`src/rtl/syx_param_parser_pkg.sv`:
```
// Shared synth package: MIDI status constants, command codes,
// parser state encoding and the write bundle.
package syx_param_parser_pkg;

   localparam logic [7:0] SYX_START  = 8'hF0;
   localparam logic [7:0] SYX_END    = 8'hF7;
   localparam logic [7:0] RT_MIN     = 8'hF8;
   localparam logic [7:0] CMD_WR1    = 8'h10;
   localparam logic [7:0] CMD_WRBULK = 8'h11;

   typedef enum logic [3:0] {
      ST_IDLE,
      ST_MANUF,
      ST_DEV,
      ST_CMD,
      ST_BANK,
      ST_ADR,
      ST_DHI,
      ST_DLO,
      ST_EOX,
      ST_SKIP
   } syx_state_t;

   typedef struct packed {
      logic [2:0] bank;
      logic [6:0] param;
      logic [7:0] data;
   } syx_wr_t;

endpackage

```
`src/rtl/syx_wr_strobe.sv`:
```
// Write strobe: one-deep queue plus data_ready pulse counter.
// Outputs only change on the edge that raises data_ready.
module syx_wr_strobe
   import syx_param_parser_pkg::*;
#(
   parameter int DRDY_CYCLES = 8
) (
   input  logic    reg_clk,
   input  logic    reset_reg_N,
   input  logic    wr_req,
   input  syx_wr_t wr_in,
   input  logic    flush,
   output logic    data_ready,
   output syx_wr_t wr_out,
   output logic    ovf
);

   localparam int CW = $clog2(DRDY_CYCLES);
   localparam logic [CW-1:0] LOAD = CW'(DRDY_CYCLES - 1);

   logic [CW-1:0] cnt;
   logic          q_vld;
   syx_wr_t       q;

   assign ovf = wr_req && data_ready && q_vld;

   always_ff @(posedge reg_clk or negedge reset_reg_N) begin
      if (!reset_reg_N) begin
         data_ready <= 1'b0;
         cnt        <= '0;
         wr_out     <= '0;
      end else if (data_ready) begin
         if (cnt == '0)
            data_ready <= 1'b0;
         else
            cnt <= cnt - 1'b1;
      end else if (q_vld) begin
         wr_out     <= q;
         data_ready <= 1'b1;
         cnt        <= LOAD;
      end else if (wr_req) begin
         wr_out     <= wr_in;
         data_ready <= 1'b1;
         cnt        <= LOAD;
      end
   end

   // Queue slot frees on the edge it issues, so a new pair may refill it
   always_ff @(posedge reg_clk or negedge reset_reg_N) begin
      if (!reset_reg_N) begin
         q_vld <= 1'b0;
         q     <= '0;
      end else if (flush) begin
         q_vld <= 1'b0;
      end else if (!data_ready && q_vld) begin
         q_vld <= wr_req;
         if (wr_req)
            q <= wr_in;
      end else if (data_ready && !q_vld && wr_req) begin
         q_vld <= 1'b1;
         q     <= wr_in;
      end
   end

endmodule

```
`src/rtl/syx_param_parser.sv`:
```
// SysEx parameter parser: frames F0 ID DEV CMD BANK ADR {DHI DLO}* F7
// into bank/param/data writes with a stretched data_ready strobe.
module syx_param_parser
   import syx_param_parser_pkg::*;
#(
   parameter logic [7:0] MANUF_ID    = 8'h7D,
   parameter int         NUM_BANKS   = 6,
   parameter int         DRDY_CYCLES = 8
) (
   input  logic       reg_clk,
   input  logic       reset_reg_N,
   input  logic [3:0] dev_id,
   input  logic       midi_rdy,
   input  logic [7:0] midi_byte,
   output logic       data_ready,
   output logic [2:0] bank_adr,
   output logic [6:0] param_adr,
   output logic [7:0] out_data,
   output logic       busy,
   output logic       syx_err
);

   syx_state_t state, state_nxt;
   logic [2:0] bank_r;
   logic [6:0] param_r;
   logic       dhi0, bulk_r;
   logic       wr_req, err_set, flush, ovf;
   syx_wr_t    wr_in, wr_out;

   logic act, is_f0, is_f7, is_oth, is_dat;
   logic cmd_ok, bank_ok, f7_bad;

   assign act    = midi_rdy && (midi_byte < RT_MIN);
   assign is_f0  = midi_byte == SYX_START;
   assign is_f7  = midi_byte == SYX_END;
   assign is_dat = !midi_byte[7];
   assign is_oth = midi_byte[7] && !is_f0 && !is_f7;

   assign cmd_ok  = (midi_byte == CMD_WR1) ||
                    (midi_byte == CMD_WRBULK);
   assign bank_ok = int'(midi_byte) < NUM_BANKS;
   assign f7_bad  = !(state inside {ST_IDLE, ST_SKIP, ST_EOX}) &&
                    !(state == ST_DHI && bulk_r);

   always_ff @(posedge reg_clk or negedge reset_reg_N) begin
      if (!reset_reg_N)
         state <= ST_IDLE;
      else
         state <= state_nxt;
   end

   always_comb begin
      state_nxt = state;
      if (act) begin
         unique case (1'b1)
            is_f0:  state_nxt = ST_MANUF;
            is_f7:  state_nxt = ST_IDLE;
            is_oth: state_nxt = ST_IDLE;
            default: begin
               unique case (state)
                  ST_MANUF: state_nxt = (midi_byte == MANUF_ID) ?
                                        ST_DEV : ST_SKIP;
                  ST_DEV:   state_nxt = (midi_byte == {4'h0, dev_id}) ?
                                        ST_CMD : ST_SKIP;
                  ST_CMD:   state_nxt = cmd_ok ? ST_BANK : ST_SKIP;
                  ST_BANK:  state_nxt = bank_ok ? ST_ADR : ST_SKIP;
                  ST_ADR:   state_nxt = ST_DHI;
                  ST_DHI:   state_nxt = ST_DLO;
                  ST_DLO:   state_nxt = bulk_r ? ST_DHI : ST_EOX;
                  ST_EOX:   state_nxt = ST_SKIP;
                  default:  state_nxt = state;
               endcase
            end
         endcase
      end
   end

   always_comb begin
      busy    = state != ST_IDLE;
      wr_req  = 1'b0;
      err_set = 1'b0;
      flush   = 1'b0;
      if (act) begin
         unique case (1'b1)
            is_f0:  ;
            is_f7:  err_set = f7_bad;
            is_oth: begin
               err_set = busy;
               flush   = busy;
            end
            default: begin
               wr_req  = state == ST_DLO;
               err_set = (state == ST_CMD && !cmd_ok) ||
                         (state == ST_BANK && !bank_ok) ||
                         (state == ST_EOX);
            end
         endcase
      end
   end

   always_ff @(posedge reg_clk or negedge reset_reg_N) begin
      if (!reset_reg_N) begin
         bank_r  <= '0;
         param_r <= '0;
         dhi0    <= 1'b0;
         bulk_r  <= 1'b0;
      end else if (act && is_dat) begin
         unique case (state)
            ST_CMD:  bulk_r  <= midi_byte == CMD_WRBULK;
            ST_BANK: bank_r  <= midi_byte[2:0];
            ST_ADR:  param_r <= midi_byte[6:0];
            ST_DHI:  dhi0    <= midi_byte[0];
            ST_DLO:  param_r <= param_r + 7'd1;
            default: ;
         endcase
      end
   end

   always_ff @(posedge reg_clk or negedge reset_reg_N) begin
      if (!reset_reg_N)
         syx_err <= 1'b0;
      else if (act && is_f0)
         syx_err <= 1'b0;
      else if (err_set || ovf)
         syx_err <= 1'b1;
   end

   assign wr_in = {bank_r, param_r, dhi0, midi_byte[6:0]};

   syx_wr_strobe #(
      .DRDY_CYCLES (DRDY_CYCLES)
   ) u_strobe (
      .reg_clk     (reg_clk),
      .reset_reg_N (reset_reg_N),
      .wr_req      (wr_req),
      .wr_in       (wr_in),
      .flush       (flush),
      .data_ready  (data_ready),
      .wr_out      (wr_out),
      .ovf         (ovf)
   );

   assign bank_adr  = wr_out.bank;
   assign param_adr = wr_out.param;
   assign out_data  = wr_out.data;

endmodule
```
`config.mk`:
```
export PLATFORM = sky130hd
export DESIGN_NAME = syx_param_parser
export DESIGN_NICKNAME = d
export VERILOG_FILES = /design/src/rtl/syx_param_parser_pkg.sv /design/src/rtl/syx_wr_strobe.sv /design/src/rtl/syx_param_parser.sv
export SDC_FILE = /design/constraint.sdc
export NUM_CORES = 1
export LEC_CHECK = 0
export BUFFER_PORTS_ARGS = -buffer_cell sky130_fd_sc_hd__buf_2
export CORE_MARGIN = 1
export CORE_UTILIZATION = 50
export CTS_BUF_LIST = sky130_fd_sc_hd__clkbuf_8 sky130_fd_sc_hd__clkbuf_16
export DETAILED_ROUTE_END_ITERATION = 12
export GPL_TIMING_DRIVEN = 0
export PLACE_DENSITY = 0.67
export SYNTH_ARGS = -nofsm -noshare
export SYNTH_HDL_FRONTEND = slang
export SYNTH_SLANG_ARGS = --single-unit
```
`constraint.sdc`:
```
create_clock -name reg_clk -period 2.25 [get_ports reg_clk]
set_clock_uncertainty 0.2 [all_clocks]
set_input_delay 0.3375 -clock reg_clk [delete_from_list [all_inputs] [get_ports reg_clk]]
set_output_delay 0.3375 -clock reg_clk [all_outputs]
set_load 0.05 [all_outputs]
```
### Word-level counts from Yosys, hierarchy flattened

Cells that the tools add are included.

* add/subtract/negate cells: 2
* magnitude comparators: 2
* eq/ne operators: 17
* multiplexer cells: 31
* bitwise logic cells: 2
* reductions and logical operators: 48

Operator list (count)
* 18-bit 2-to-1 mux: 4
* 4-bit case mux with 8 select lines: 1
* 4-bit 2-to-1 mux: 5
* 4-bit by 3-bit == test with 1-bit output (second input constant): 4
* 8-bit by 5-bit == test with 1-bit output (second input constant): 2
* 8-bit == test (second input constant): 2
* 1-bit logical AND: 14
* 1-bit 2-to-1 mux: 14
* 7-bit case mux with 2 select lines: 1
* 2-bit AND reduction: 7
* 3-bit 2-to-1 mux: 4
* 10-bit nonzero test: 1
* 1-bit zero test: 9
* 3-bit nonzero test: 3
* 4-bit by 2-bit == test with 1-bit output (second input constant): 2
* 4-bit == test (second input constant): 2
* 8-bit by 4-bit == test with 1-bit output: 1
* 8-bit by 7-bit == test with 1-bit output (second input constant): 1
* 8-bit by 3-bit < comparator with 1-bit output (second input constant): 1
* 8-bit < comparator (second input constant): 1
* 4-bit case mux with 2 select lines: 1
* 2-bit nonzero test: 4
* 7-bit by 1-bit adder with 7-bit output (second input constant): 1
* 4-bit by 1-bit == test with 1-bit output (second input constant): 1
* 12 further kinds: 16

* register bits: 58
* input bits: 15
* output and inout bits: 21
* logic and storage cells: 117

### Longest topological paths before layout

Gate-level depths: netlist of the first run.

* depth after elaboration: 12
* mapped depth: 9
* mapped depth without buffers: 6

### Modules after synthesis

Synthesis of the first run repeated with hierarchy kept, for this count alone.

* cells, all modules: 296
* area total of the unflattened synthesis: 3136.8 sq um

By module, submodules not included
* syx_wr_strobe: instances 1, cells each 143, area each 1806.7 sq um, sequential area each 1026.0 sq um
* syx_param_parser: instances 1, cells each 153, area each 1330.0 sq um, sequential area each 425.4 sq um

### Least setup slack after synthesis of the first run

No wires, ideal clock.

* kind: reg2reg
* start: register u_strobe.data_ready
* end: register u_strobe.q[10] (netlist name)
* setup time: 0.125 ns
* arrival: 1.673 ns
* data required time: 1.925 ns
* setup slack: 0.252 ns
* stages on the path, launching flop included: 6
* path buffers: 2
* clock period less this slack: 1.998 ns
* path through: dfrtp_1 > clkbuf_1 > xor2_1 > nand3_4 > buf_6 > mux2_4

* cells in the longest elaborated chain, start to end: 4
* elaborated cells on any way between the ends: 8
* classes of those cells: 1 x eq/ne; 1 x mux; 6 x reduce/logical

RTL lines
* start: declaration: RTL line syx_wr_strobe.sv:13 `output logic data_ready,`
* start signal: assignment: RTL line syx_wr_strobe.sv:29 `data_ready <= 1'b0;`
* start signal: assignment: RTL line syx_wr_strobe.sv:34 `data_ready <= 1'b0;`
* start signal: assignment: RTL line syx_wr_strobe.sv:39 `data_ready <= 1'b1;`
* 1-bit zero test / 1-bit logical AND (equally long branches): RTL line syx_wr_strobe.sv:55, syx_wr_strobe.sv:59
* 1-bit logical AND (on tied branches): RTL line syx_wr_strobe.sv:55, syx_wr_strobe.sv:59
* 2-bit by 1-bit inequality test with 1-bit output (no source line) / 2-bit nonzero test (equally long branches)
* 3-bit AND reduction (no source line)
* end signal: assignment: RTL line syx_wr_strobe.sv:58 `q <= wr_in;`
* end signal: assignment: RTL line syx_wr_strobe.sv:61 `q <= wr_in;`
* end: declaration: RTL line syx_wr_strobe.sv:23 `syx_wr_t q;`

Several ways; a longest one is shown, not always the timed one.
A chain may end at the register's enable or synchronous reset.

### Worst setup path after layout of the first run

* start: register state[1]
* end: output busy

* cells in the longest elaborated chain, start to end: 1

RTL lines
* start: declaration: RTL line syx_param_parser.sv:23 `syx_state_t state, state_nxt;`
* start signal: assignment: RTL line syx_param_parser.sv:49 `state <= state_nxt;`
* 4-bit nonzero test: RTL line syx_param_parser.sv:79 `busy = state != ST_IDLE;`
* end: declaration: RTL line syx_param_parser.sv:19 `output logic busy,`

Every way passes these cells.

==> results of run 1 <==
==> layer usage <==
layer	track usage	vias up
li1	-	1158
met1	0.330	1178
met2	0.362	67
met3	0.0416	11
met4	0.107	0
met5	0	-
==> sequential cells by signal, summed over array words and instances (netlist names) <==
name and count:
u_strobe.q_vld 1, bank_r 3, state 4, u_strobe.wr_out 18, u_strobe.q 18, u_strobe.data_ready 1
u_strobe.cnt 3, param_r 7, dhi0 1, bulk_r 1, syx_err 1
==> timing repair <==
item | 4_1_cts | 5_1_grt
hold buffers | 0 | 1
setup endpoints to repair | 0 | 0
hold endpoints to repair | 0 | 58
==> critical path, stage by stage, from the launching register on <==
cell	delay, ns
dfrtp_1	0.48
nor2_1	0.33
nand2_1	0.13
buf_2	0.24
==> power by group <==
group	internal [mW]	switching, mW
combinational	0.209	0.438
sequential	1.11	0.0455
clock	0.632	0.451
total	1.95	0.934
==> cells by family after synthesis <==
logic type	count (synthesis)	synth area share
simple gates	89	0.146
compound gates	73	0.149
flops	58	0.467
mux	39	0.154
buf+inv	28	0.0515
xor+xnor	7	0.0197
fa+ha+maj	3	0.0121
==> metrics by stage <==
stage | util | hold WS, ns | area (µm²)
after floorplan | - | -0.158 | 3110
after global placement | 0.566 | 0.264 | 3370
after detailed placement | 0.566 | 0.281 | 3370
after CTS | 0.604 | 0.122 | 3590
after global routing | 0.606 | 0.189 | 3610
final | 0.606 | 0.177 | 3610
==> cell type report <==
class | instances | area, µm²
fillers | 503 | 2350
multi-input cells | 211 | 1500
flip-flops and latches | 58 | 1450
repair buffers | 34 | 178
plain buffers | 23 | 141
clock buffers | 9 | 124
clock inverters | 7 | 101
well taps | 75 | 93.8
inverters | 5 | 18.8
==> placed cells by master (no fill, tap or decap), types with 3 or more instances in the layout <==
master    instances
o21ai_0          13
nand3_1          10
nand4_1           3
nand2_1          19
clkbuf_8          9
o32ai_1           3
a211o_1           5
buf_4             3
mux2i_1          18
buf_6             4
nor2_1           30
ha_1              3
and2_1            4
clkbuf_1          3
o22ai_1           3
a21oi_1          32
buf_2            46
mux2_2            4
dfrtp_1          58
mux2_4           17
inv_1             5
nor3_1            5
xor2_1            5
==> worst min-delay path by stage <==
| stage | cells after the start | to |
|---|---|---|
| floorplan | 0 | bank_r[0] |
| global route | 2 | u_strobe.q[4] |
| CTS | 1 | u_strobe.q[15] |
| global placement | 2 | u_strobe.q[14] |
| detailed placement | 1 | u_strobe.cnt[1] |
| finish | 3 | syx_err |
==> out/qor.log, run 1 <==
qor: status.run_status completed
qor: setup_path.setup.worst_path.end busy
qor: cts.tritoncts.num_buffers 9
qor: logic_synthesis.syn_nets 315
qor: cts.cts.repair_timing.setup_buffer_count 0
qor: placement.gp_congestion 0.899
qor: setup_path.worstSetupPathType register to primary output
qor: sta.achievable-frequency 486 MHz
qor: sta.finalWorstSetupSlack 0.193 ns
qor: logic_synthesis.synth.lib_cells_used.distinct 52
qor: route.routedLengthMet1 3310 µm
qor: route.drt_first_pass_iters 4
qor: logic_synthesis.synth_top_area_cell dfrtp_1
qor: sta.final.setup.tns 0 ns
qor: global_route.grt_pass1_wl 11500 µm
qor: floorplan.core_area 5960 µm²
qor: sta.timing.final.crit_share 0.914
qor: logic_synthesis.synth-main-ff-cell dfrtp_1
qor: pwr.power.density_cell_area 800 nW/µm²
qor: global_route.grt_overflow 0
qor: layout.num_antenna_cells 0
qor: cts.cts.repair.resized 0
qor: setup_path.setup.reg_to_reg.worst_slack 0.27 ns
qor: setup_path.r2r-end state[0]
qor: route.maxUsedRoutingLayer met4
qor: setup_path.critical_path_fanout_max 7
qor: route.drt-total-wl 6950 µm
qor: floorplan.floorplan.initialDensity 0.522
qor: floorplan.die_span_y 80.9 µm
qor: route.drc 0
qor: setup_path.cp-startpoint state[1]
qor: route.detail_route.vias_per_cell 5.72
qor: route.antenna_violating_nets_post_route 0
qor: pwr.total_leakage_power 1.73 nW
qor: layout.drive_above_1_share 0.282
qor: sta.slew_violations 0
qor: route.wl_per_cell 16.5 µm
qor: placement.detailed_place_hpwl 4800 µm
qor: logic_synthesis.synth_enable_flop_cells 0
qor: cts.clk_pin_slew 0.07 ns
qor: route.routed-wl-met3 300 µm
qor: placement.port_buffers 33
qor: sta.setup_violation_total_in_the_final_timing_report 0
qor: logic_synthesis.share_of_the_synthesized_area_in_the_top_cell_type 0.467
qor: cts.cts_htree_levels 3
qor: floorplan.die_w 80.9 µm
qor: logic_synthesis.post_synth_most_frequent_cells dfrtp_1 (58), a21oi_1 (32), nor2_1 (30)
qor: sta.max-slew-margin-rel 0.463
qor: layout.area_growth_syn_to_layout 16.0%
qor: sta.grt_setup_unrepaired false
qor: route.detailedRoute.firstIterationViolations 128
qor: floorplan.ioPinCount 36
qor: setup_path.reg2reg_from state[1]
qor: sta.post-route-min-period 2.06 ns
qor: cts.tritoncts_clock_tree built
qor: cts.clock-root-buffer clkbuf_8
qor: cts.cts_num_sinks 58
qor: logic_synthesis.synth_async_sr_flop_share 1.00
qor: global_route.grt_max_degree 59
qor: layout.final_cells 422
qor: logic_synthesis.yosysSeqAreaShare 0.467
qor: placement.post-place-ws 0.242 ns
qor: global_route.grt.total_usage 0.238
qor: logic_synthesis.synthesis.instances 297
qor: setup_path.reg2regPathDepth 5
qor: placement.dp_cells 405
qor: sta.final-hold-violation-count 0
qor: floorplan.die-area 6540 µm²
qor: pwr.vdd_ir_drop_max 0.000557 V
qor: setup_path.cp-end-kind primary output
qor: logic_synthesis.post_synth_instance_area 3110 µm²
qor: sta.worst_slew_pin_slew 0.805 ns
qor: logic_synthesis.ys_seq_elements 58
qor: floorplan.placement_rows 28
qor: pwr.power.total 2.89 mW
qor: layout.final_net_count 360
qor: cts.clk-insertion-delay-late 0.34 ns
qor: route.routed-wl-met2 3200 µm
qor: flow_run.maxCapViolations 0
qor: setup_path.worst-endpoint-arrival 1.52 ns
qor: logic_synthesis.yosys.cell_count.top_type dfrtp_1
qor: worst_hold_path.worstHoldPathType primary input to register
qor: logic_synthesis.leading_post_synthesis_cells_by_cell_area dfrtp_1 (47%), mux2_4 (8.2%), mux2i_1 (5.8%)
qor: route.vias 2414
qor: setup_path.critPathLaunchType register
qor: cts.cts_buffer_depth 2
qor: global_route.antenna_found_initial 0
qor: worst_hold_path.hold_path_startpoint midi_byte[7]
qor: logic_synthesis.synth_warnings 0
qor: logic_synthesis.postSynthAreaPerCell 10.5 µm²
qor: global_route.number_of_global_route_vias_before_repair 2339
qor: setup_path.required_arrival_time_at_the_worst_endpoint 1.71 ns
(Power assumes the default switching activity.)
==> run 2, diff against run 1 <==
Settings changed: CELL_PAD_IN_SITES_DETAIL_PLACEMENT set to 0, CELL_PAD_IN_SITES_GLOBAL_PLACEMENT set to 1, CORE_UTILIZATION 50 to 46, PLACE_DENSITY 0.67 to 0.77.
==> out/qor.log, run 2 (synthesis gave the netlist of run 1 again) <==
qor: sta.final.hold.worst_slack 0.170 ns
qor: setup_path.cp-end-kind primary output
qor: global_route.grt_max_degree 59
qor: cts.cts_htree_levels 3
qor: cts.clk_pin_slew 0.06 ns
qor: flow_run.maxCapViolations 0
qor: sta.achievable-frequency 483 MHz
qor: sta.final.setup.tns 0 ns
qor: setup_path.critPathLaunchType register
qor: floorplan.core_area 6420 µm²
qor: status.violated_checks design-rule violations
qor: layout.fillers 595
qor: status.run_status finished, violations left
qor: cts.cts_buffer_depth 2
qor: layout.final_net_count 360
qor: layout.layout.cells.most_common_list dfrtp_1 (58), buf_2 (46), a21oi_1 (32), nor2_1 (30), nand2_1 (19)
qor: cts.tritoncts.num_buffers 9
qor: global_route.number_of_global_route_vias_before_repair 2332
qor: placement.port_buffers 33
qor: cts.clk-insertion-delay-late 0.34 ns
qor: sta.setup_violation_total_in_the_final_timing_report 0
qor: sta.final-hold-violation-count 0
qor: pwr.switching_share 0.338
qor: setup_path.worstSetupPathType register to primary output
qor: worst_hold_path.worstHoldPathType primary input to register
qor: setup_path.worst-endpoint-arrival 1.53 ns
qor: setup_path.required_arrival_time_at_the_worst_endpoint 1.71 ns
qor: route.drt_first_pass_iters 8
qor: pwr.part_of_the_power_in_combinational_logic 0.232
qor: route.detail_route.vias_per_cell 5.61
qor: route.wl_per_cell 16.5 µm
qor: cts.clock-root-buffer clkbuf_8
qor: placement.detailed_place_hpwl 4810 µm
qor: floorplan.die-area 7090 µm²
qor: cts.cts_num_sinks 58
qor: cts.tritoncts_clock_tree built
qor: layout.mostFrequentLayoutCell dfrtp_1
qor: pwr.seqPwrFrac 0.416
qor: route.drt-total-wl 6990 µm
qor: placement.gp_congestion 0.852
qor: layout.largestRegisters u_strobe.q (18), u_strobe.wr_out (18), param_r (7)
qor: floorplan.placement_rows 29
qor: layout.area_growth_syn_to_layout 15.3%
qor: global_route.grt_overflow 0
qor: sta.grt_setup_unrepaired false
qor: route.antenna_violating_nets_post_route 0
qor: global_route.grt.total_usage 0.215
qor: global_route.grt_pass1_wl 11800 µm
qor: floorplan.floorplan.initialDensity 0.484
qor: pwr.p_sw 0.938 mW
qor: route.drc 2
qor: sta.slew_violations 0
qor: worst_hold_path.hold_path_startpoint midi_byte[7]
qor: floorplan.ioPinCount 36
qor: layout.utilization 0.558
qor: sta.timing.final.crit_share 0.920
qor: pwr.internal_power 1.84 mW
qor: route.detailedRoute.firstIterationViolations 93
qor: layout.drive_above_1_share 0.282
qor: layout.num_antenna_cells 0
qor: setup_path.critical_path_fanout_max 10
qor: pwr.vdd_ir_drop_max 0.000394 V
qor: pwr.total_leakage_power 1.72 nW
qor: pwr.power.total 2.78 mW
qor: pwr.clock_power_share 0.352
qor: cts.cts.repair.resized 0
qor: global_route.antenna_found_initial 0
qor: sta.post-route-min-period 2.07 ns
qor: pwr.power.density_cell_area 774 nW/µm²
qor: layout.final_area 3590 µm²
qor: sta.worst_slew_pin_slew 0.787 ns
qor: setup_path.cp-startpoint state[3]
qor: setup_path.reg2reg_from state[3]
qor: floorplan.die_w 84.2 µm
qor: floorplan.die_span_y 84.2 µm
qor: sta.max-slew-margin-rel 0.475
qor: placement.place_area 3370 µm²
qor: route.vias 2379
==> run 2: changes by cell type in the layout (fill, tap and decap cells not counted), sizes merged <==
cell      previous run  this run
clkinv               1         4
bufinv               2         1
clkinvlp             2         1
inv                  7         6
==> run 2: final cells by class <==
type                    count  area (µm²)  area share
inverters                   5        18.8     0.00523
well taps                  77        96.3      0.0269
clock inverters             7        77.6      0.0216
flip-flops and latches     58        1450       0.405
plain buffers              23         141      0.0394
multi-input cells         211        1500       0.418
repair buffers             34         178      0.0495
clock buffers               9         124      0.0345
==> run 2: power by group through the flow <==
| stage | Sequential [mW] | Combinational [mW] | Clock [mW] |
|---|---|---|---|
| floorplan | 1.25 | 0.387 | 0 |
| global placement | 1.17 | 0.640 | 0 |
| detailed placement | 1.17 | 0.643 | 0 |
| CTS | 1.15 | 0.646 | 0.997 |
| global route | 1.16 | 0.701 | 1.04 |
| finish | 1.15 | 0.644 | 0.977 |
==> run 2: per-layer routing <==
metal | wire, µm | part of all wire | vias up | global-route usage
li1 | - | - | 1157 | -
met1 | 3390 | 0.48 | 1145 | 0.296
met2 | 3120 | 0.45 | 65 | 0.339
met3 | 352 | 0.050 | 12 | 0.0324
met4 | 129 | 0.018 | 0 | 0.0925
met5 | 0 | 0 | - | 0
==> run 2: through the flow <==
stage	worst slack [ns]	std cells
floorplan	0.252	297
global placement	0.225	407
detailed placement	0.227	407
CTS	0.175	423
global route	0.105	424
finish	0.180	424
==> run 2: what timing repair did <==
item                       in CTS  in global routing
hold buffers                    0                  1
hold endpoints to repair        0                 58
buffers inserted                0                  0
setup endpoints to repair       0                  0
==> run 2: final timing paths <==
kind | cells past startpoint | slack (ns) | end
max | 4 | 0.18 | busy
min | 3 | 0.17 | syx_err
max reg2reg | 7 | 0.30 | u_strobe.wr_out[8]
min reg2reg | 1 | 0.29 | u_strobe.cnt[1]
max in group asynchronous | 2 | 0.95 | state[3]
min in group asynchronous | 2 | 0.39 | u_strobe.wr_out[15]
==> run 2: worst max-delay path, cell delays in order, from the launching register on <==
cell	delay, ns
dfrtp_1	0.40
buf_2	0.19
nor2_1	0.25
nand2_1	0.12
buf_2	0.23
==> run 3, diff against run 2 <==
Settings changed: CTS_BUF_LIST sky130_fd_sc_hd__clkbuf_8 sky130_fd_sc_hd__clkbuf_16 to sky130_fd_sc_hd__clkbuf_16.
==> out/qor.log, run 3 (synthesis gave the netlist of run 1 again) <==
qor: setup_path.slowest_stage dfrtp_1
qor: layout.drive_above_1_share 0.282
qor: route.detail_route.vias_per_cell 5.75
qor: cts.clock-root-buffer clkbuf_16
qor: status.run_status finished, violations left
qor: sta.achievable-frequency 486 MHz
qor: sta.worst_slew_pin_slew 0.816 ns
qor: route.drc 2
qor: setup_path.critPathLaunchType register
qor: setup_path.timing.critical_path.mode_cell buf_2
qor: setup_path.worst-endpoint-arrival 1.52 ns
qor: route.antenna_violating_nets_post_route 0
qor: setup_path.setup.reg_to_reg.worst_slack 0.30 ns
qor: setup_path.cp-end-kind primary output
qor: sta.post-route-min-period 2.06 ns
qor: flow_run.maxCapViolations 0
qor: floorplan.die_w 84.2 µm
qor: worst_hold_path.worstHoldPathType primary input to register
qor: cts.tritoncts.num_buffers 9
qor: sta.final.hold.worst_slack 0.184 ns
qor: global_route.grt.total_usage 0.219
qor: setup_path.reg2reg_from state[3]
qor: layout.largestRegisters u_strobe.q (18), u_strobe.wr_out (18), param_r (7)
qor: global_route.grt-busiest-layer met2
qor: route.drt_first_pass_iters 8
qor: setup_path.r2r-end u_strobe.wr_out[13]
qor: layout.layout.cells.most_common_list dfrtp_1 (58), buf_2 (46), a21oi_1 (32), nor2_1 (30), nand2_1 (19)
qor: floorplan.placement_rows 29
qor: cts.cts.repair.resized 0
qor: setup_path.cp-startpoint state[3]
qor: cts.cts_num_sinks 58
qor: cts.cts_buffer_depth 2
qor: route.detailedRoute.firstIterationViolations 129
qor: cts.cts_htree_levels 3
qor: global_route.globalRouteMet3Util 0.0354
qor: cts.clk_pin_slew 0.05 ns
qor: global_route.grt_max_degree 59
qor: route.vias 2437
qor: cts.cts.repair_timing.setup_buffer_count 0
qor: layout.area_growth_syn_to_layout 18.5%
qor: sta.final-hold-violation-count 0
qor: global_route.grt_overflow 0
qor: floorplan.die-area 7090 µm²
qor: global_route.met2_usage 0.344
qor: pwr.total_leakage_power 1.77 nW
qor: sta.setup_violation_total_in_the_final_timing_report 0
qor: floorplan.core_area 6420 µm²
qor: cts.cts_hold_repair.buffers 0
qor: layout.final_net_count 360
qor: pwr.power.density_cell_area 860 nW/µm²
qor: global_route.grt_met1_use 0.299
qor: placement.gp_congestion 0.852
qor: setup_path.worstPathCellList buf_2, nor2_1, nand2_1, buf_2
qor: floorplan.ioPinCount 36
qor: layout.fillers 579
qor: sta.slew_violations 0
qor: setup_path.reg2regPathDepth 7
qor: floorplan.die_span_y 84.2 µm
qor: route.drt-total-wl 7150 µm
qor: sta.timing.final.crit_share 0.915
qor: floorplan.floorplan.initialDensity 0.484
qor: setup_path.worstSetupPathType register to primary output
qor: sta.grt_setup_unrepaired false
qor: layout.num_antenna_cells 0
qor: global_route.antenna_found_initial 0
qor: cts.tritoncts_clock_tree built
qor: global_route.grt_pass1_wl 11900 µm
qor: setup_path.critical_path_fanout_max 10
qor: setup_path.required_arrival_time_at_the_worst_endpoint 1.71 ns
qor: placement.detailed_place_hpwl 4810 µm
qor: global_route.number_of_global_route_vias_before_repair 2328
qor: sta.final.setup.tns 0 ns
qor: setup_path.setup.worst_path.end busy
qor: pwr.vdd_ir_drop_max 0.000424 V
qor: status.violated_checks design-rule violations
qor: sta.max-slew-margin-rel 0.456
qor: cts.clk-insertion-delay-late 0.33 ns
qor: placement.port_buffers 33
qor: layout.mostFrequentLayoutCell dfrtp_1
qor: setup_path.crit_path_max_incr_delay 0.39 ns
qor: route.wl_per_cell 16.9 µm
-- run 3: cell counts in the layout (fill, tap and decap cells not counted) --
Identical to the previous run, type by type.
-- run 3: critical path: cells and delay by family (launching register included) --
kind          cells  cell delay (ns)
buf+inv           2             0.43
simple gates      2             0.38
flops             1             0.39
-- run 3: stage by stage --
stage	worst slack [ns]	util	power [mW]	instances	instance area [µm²]
2_1_floorplan	0.252	-	1.64	297	3110
3_3_place_gp	0.225	0.525	1.82	407	3370
3_5_place_dp	0.227	0.525	1.82	407	3370
4_1_cts	0.196	0.572	3.19	423	3670
5_1_grt	0.128	0.574	3.30	424	3690
6_report	0.192	0.574	3.17	424	3690
-- run 3: worst min path at each step --
stage | from | to | depth (start not counted)
6_report | midi_byte[7] | syx_err | 3
5_1_grt | midi_byte[7] | syx_err | 3
4_1_cts | reset_reg_N | u_strobe.wr_out[15] | 1
3_5_place_dp | u_strobe.cnt[1] | u_strobe.cnt[1] | 1
3_3_place_gp | u_strobe.q[14] | u_strobe.q[14] | 2
2_1_floorplan | reset_reg_N | bank_r[0] | 0
-- run 3: routing by layer --
layer  up-vias  wire length [µm]
met5         -                 0
met4         0               119
met3        10               287
met2        75              3310
met1      1189              3430
li1       1163                 -
-- run 3: cell type report --
class | count | area (µm²) | area share
multi-input cells | 211 | 1500 | 0.407
flip-flops and latches | 58 | 1450 | 0.394
inverters | 5 | 18.8 | 0.00509
clock inverters | 7 | 77.6 | 0.0210
well taps | 77 | 96.3 | 0.0261
clock buffers | 9 | 225 | 0.0611
plain buffers | 23 | 141 | 0.0383
repair buffers | 34 | 178 | 0.0482
-- run 3: report_power, final --
group	leakage, nW	switching [mW]	internal [mW]	total [mW]
logic	0.834	0.437	0.208	0.645
clock network	0.146	0.507	0.863	1.37
registers	0.789	0.0448	1.11	1.16
